$ cat src/rtl/speaker_arbiter.sv
// Speaker ownership arbiter: IDLE/OWN/GAP FSM with fixed priority and silent gaps.
// Define ARB_PREEMPT_EN to let higher-priority requesters preempt after MIN_HOLD cycles.
module speaker_arbiter #(
  parameter int GAP_CYCLES = 4,
  parameter int MIN_HOLD   = 8
) (
  input  logic       clk,
  input  logic       reset,
  input  logic [2:0] req,
  input  logic [3:0] note_kbd,
  input  logic [3:0] note_auto,
  input  logic [3:0] note_ui,
  output logic [2:0] grant,
  output logic [3:0] note_out,
  output logic       mute,
  output logic [7:0] handovers
);

  typedef enum logic [1:0] {
    IDLE,
    OWN,
    GAP
  } state_t;

  state_t     state_q, state_d;
  logic [2:0] grant_q, grant_d;
  logic [3:0] note_q, note_d;
  logic [7:0] hold_q, hold_d;
  logic [7:0] gap_q, gap_d;
  logic [7:0] ho_q, ho_d;

  logic [2:0] pick;
  logic [3:0] pick_note;
  logic [3:0] own_note;
  logic       owner_req;
  logic       preempt;
  logic [7:0] ho_inc;

  always_comb begin
    pick = 3'b000;
    if (req[0])      pick = 3'b001;
    else if (req[1]) pick = 3'b010;
    else if (req[2]) pick = 3'b100;
  end

  always_comb begin
    pick_note = 4'd0;
    unique case (1'b1)
      pick[0]: pick_note = note_kbd;
      pick[1]: pick_note = note_auto;
      pick[2]: pick_note = note_ui;
      default: pick_note = 4'd0;
    endcase
  end

  always_comb begin
    own_note = 4'd0;
    unique case (1'b1)
      grant_q[0]: own_note = note_kbd;
      grant_q[1]: own_note = note_auto;
      grant_q[2]: own_note = note_ui;
      default:    own_note = 4'd0;
    endcase
  end

  assign owner_req = |(req & grant_q);
  assign ho_inc    = (ho_q == 8'hFF) ? ho_q : ho_q + 8'd1;

  // grant_q - 1 masks exactly the bits of higher priority than a one-hot owner
`ifdef ARB_PREEMPT_EN
  assign preempt = (hold_q == 8'(MIN_HOLD)) && |(req & (grant_q - 3'd1));
`else
  assign preempt = 1'b0;
`endif

  always_comb begin
    state_d = state_q;
    grant_d = grant_q;
    note_d  = note_q;
    hold_d  = hold_q;
    gap_d   = gap_q;
    ho_d    = ho_q;
    unique case (state_q)
      IDLE: begin
        grant_d = 3'b000;
        note_d  = 4'd0;
        if (|req) begin
          state_d = OWN;
          grant_d = pick;
          note_d  = pick_note;
          hold_d  = 8'd0;
          ho_d    = ho_inc;
        end
      end
      OWN: begin
        if (!owner_req || preempt) begin
          state_d = GAP;
          grant_d = 3'b000;
          note_d  = 4'd0;
          gap_d   = 8'd0;
        end else begin
          note_d = own_note;
          if (hold_q != 8'(MIN_HOLD)) hold_d = hold_q + 8'd1;
        end
      end
      GAP: begin
        if (gap_q == 8'(GAP_CYCLES - 1)) begin
          gap_d = 8'd0;
          if (|req) begin
            state_d = OWN;
            grant_d = pick;
            note_d  = pick_note;
            hold_d  = 8'd0;
            ho_d    = ho_inc;
          end else begin
            state_d = IDLE;
          end
        end else begin
          gap_d = gap_q + 8'd1;
        end
      end
      default: begin
        state_d = IDLE;
        grant_d = 3'b000;
        note_d  = 4'd0;
      end
    endcase
  end

  always_ff @(posedge clk or posedge reset) begin
    if (reset) begin
      state_q <= IDLE;
      grant_q <= 3'b000;
      note_q  <= 4'd0;
      hold_q  <= 8'd0;
      gap_q   <= 8'd0;
      ho_q    <= 8'd0;
    end else begin
      state_q <= state_d;
      grant_q <= grant_d;
      note_q  <= note_d;
      hold_q  <= hold_d;
      gap_q   <= gap_d;
      ho_q    <= ho_d;
    end
  end

  assign grant     = grant_q;
  assign note_out  = note_q;
  assign mute      = (state_q != OWN);
  assign handovers = ho_q;

endmodule

$ cat config.mk
export PLATFORM = sky130hd
export DESIGN_NAME = speaker_arbiter
export DESIGN_NICKNAME = d
export VERILOG_FILES = /design/src/rtl/speaker_arbiter.sv
export SDC_FILE = /design/constraint.sdc
export NUM_CORES = 1
export LEC_CHECK = 0
export CORE_MARGIN = 3
export CORE_UTILIZATION = 53
export DETAILED_ROUTE_END_ITERATION = 16
export GPL_TIMING_DRIVEN = 0
export PLACE_DENSITY = 0.82
export SETUP_SLACK_MARGIN = 0.4
export SLEW_MARGIN = 20
export SYNTH_ARGS = -nofsm -noshare
export SYNTH_HDL_FRONTEND = slang
export SYNTH_SLANG_ARGS = --single-unit
$ cat constraint.sdc
create_clock -name clk -period 3.6 [get_ports clk]
set_clock_uncertainty 0.05 [all_clocks]
set_input_delay 0.9 -clock clk [delete_from_list [all_inputs] [get_ports clk]]
set_output_delay 0.9 -clock clk [all_outputs]
set_load 0.01 [all_outputs]
==> impl_results.md <==
- Status: complete, no violations
- Final instance area: 0.00177 sq mm
- Post-CTS sizing: 0
- Most numerous cell in the Yosys netlist: dfrtp_1
- Global Route Usage Sum: 22.0%
- Die H: 57.3 microns
- Sequential cell area: 626 sq um
- Nets: 200
- Synth-to-layout area growth: 26.7%
- Die area: 0.00328 sq mm
- Synth area leader: dfrtp_1
- Pwr Total: 1.18 mW
- Sequential cell area fraction in the yosys report: 44.9%
- Kind of critical path: flip-flop to output pin
- Cell area after synthesis: 0.00139 sq mm
- CTS root buf: clkbuf_4
- Critical path arrival: 1.86 ns
- N_diodes: 0
- Clk_lat worst skew: 0.32 ns
- Commonest cells in the netlist: 25 x dfrtp_1, 17 x nand2_1, 13 x o21ai_0
- PwrDens: 666 mW/mm^2
- Vias: 1313
- H-tree levels: 1
- Pin count of the biggest net entering global routing: 26
- Yosys Warn Count: 0
- Iter 0 DRT Violations: 127
- RSZ-0062 raised after global routing: no
- Period utilization: 78.0%
- Initial DRT Pass Iterations: 5
- Max Fclk: 356 MHz
- WL final: 3400 microns
- Clock slew at reported path FFs: 0.13 ns
- Remaining antenna violation count after routing: 0
- Post-synth EDFFs: 0
- # placed instances: 204
- Critical Path RT: 2.65 ns
- Post-CTS setup buffer count: 0
- Critical path startpoint category: flip-flop
- #FFs+latches synth: 25
- CTS Buf Count: 3
- Mapped Cells: 145
- Gp weighted congestion: 0.806
- Slew headroom: 34.2%
- PortBufs: 31
- Mean Syn Cell Area: 9.61 sq um
- Net count after synthesis: 164
- # DRC: 0
- Post-synth ARST share: 100%
- Main synth FF type: dfrtp_1
- Min Tclk post-route: 2.81 ns
- Fillers: 162
- Worst-Margin Slew: 0.988 ns
- Post-Place Cell Area: 0.00174 sq mm
- Vias in the first global route: 1273
- CTS tree: built
- Initial antenna violation count: 0
- Min Hold Slack: 0.445 ns
- First-pass GRT wire length: 5700 microns
- Total congestion overflow: 0
- Share of cells above drive strength 1: 7.22%
- Netlist cell types: 38
- # clock sinks: 25
- Multi-input gate area: 714 sq um
- Rows: 17
- Deepest clock path buffer count: 2
- Vias per cell: 6.31
- Max Slew Vio Count: 0
- Crit end category: output pin
- Top area cells in the synthesized netlist: dfrtp_1 45%, xnor2_1 5.7%, o21ai_0 4.7%
- Top Ports: 33
- # Max-Cap Violations: 0
- Hold/Removal Path Class: flip-flop to flip-flop
- Final hold vios: 0
- Final setup viols: 0
- Leakage Power: 0.728 nW
- Pre-CTS WS: 0.524 ns
- CP max FO: 8
- Setup TNS Final: 0 ns
- Fin worst setup slack: 0.791 ns
- Routed length per instance: 16.4 microns
- Final cell count without fillers: 208
- CTS Hold Bufs: 0
- Initial Util: 59.0%
- Die width: 57.3 microns
- Top cell type's share of synthesized area: 44.9%
- Peak VDD IR: 506 uV
- DP HPWL: 2540 microns
- Fin util: 74.8%
- Core area: 0.00236 sq mm
==> worst max-delay path, cell delays in order (launching register included) <==
cell             delay [ns]
dfrtp_1                0.53
nor2b_1                0.31
inv_1                  0.18
clkdlybuf4s50_1        0.53
==> cells in the final DEF (no fill, tap or decap), types with 3 or more instances in the layout <==
| cell type | instances |
|---|---|
| and3_1 | 4 |
| inv_1 | 6 |
| o21ai_0 | 13 |
| a21oi_1 | 3 |
| nand2_1 | 17 |
| clkdlybuf4s50_1 | 31 |
| a222oi_1 | 5 |
| nor2_1 | 5 |
| a221o_2 | 4 |
| nor3_1 | 7 |
| a31oi_1 | 5 |
| nand3_1 | 5 |
| dfrtp_1 | 25 |
| nand2b_1 | 5 |
| clkbuf_4 | 3 |
| xnor2_1 | 9 |
| nand4_1 | 3 |
==> worst paths after layout <==
kind,start,endpoint,slack [ns],cells after the start
min in group asynchronous,reset,state_q[1],1.04,2
worst max-delay path,state_q[0],mute,0.79,3
max in group asynchronous,reset,handovers[0],1.89,2
worst min-delay path,note_out[3],note_out[3],0.44,2
worst min register to register,note_out[3],note_out[3],0.44,2
worst max register to register,grant[0],gap_q[4],1.36,4
==> cell families (layout without fill, tap and decap cells) <==
family	count (synthesis)	count (layout)	share of synthesized area, %
AOI/OAI and AO/OA	41	41	21.2
xor gates and xnor gates	9	9	5.66
adders and majority gates	2	2	1.80
buffers and inverters	10	45	3.86
DFF	25	25	44.9
muxes	2	2	1.53
and+or+nand+nor	56	56	21.1
==> area by class of cell <==
class | count | area share, %
tap | 28 | 1.98
inverter | 6 | 1.28
multi-input combinational | 110 | 40.5
timing repair buffer | 31 | 17.6
buffer | 4 | 1.77
clock buffer | 4 | 1.49
sequential | 25 | 35.4
==> layer usage <==
layer	share of wire, %	vias up	GRT usage (%)
li1	-	614	-
met5	0	-	0
met3	6.3	6	3.39
met4	1.1	0	5.63
met2	50	61	38.2
met1	42	632	28.7
==> report_power, final <==
group          internal, mW  total (mW)  leakage (nW)  switching, mW
Combinational         0.287       0.580         0.385          0.293
Sequential            0.367       0.470         0.328          0.103
Clock                0.0434       0.125        0.0150         0.0818
Total                 0.698        1.18         0.728          0.477
==> flip-flops by register name (all words and copies together), names as in the netlist <==
| name | flops |
|---|---|
| state_q | 2 |
| handovers | 8 |
| gap_q | 8 |
| note_out | 4 |
| grant | 3 |
Note: power is estimated with default switching activity, not from simulation.
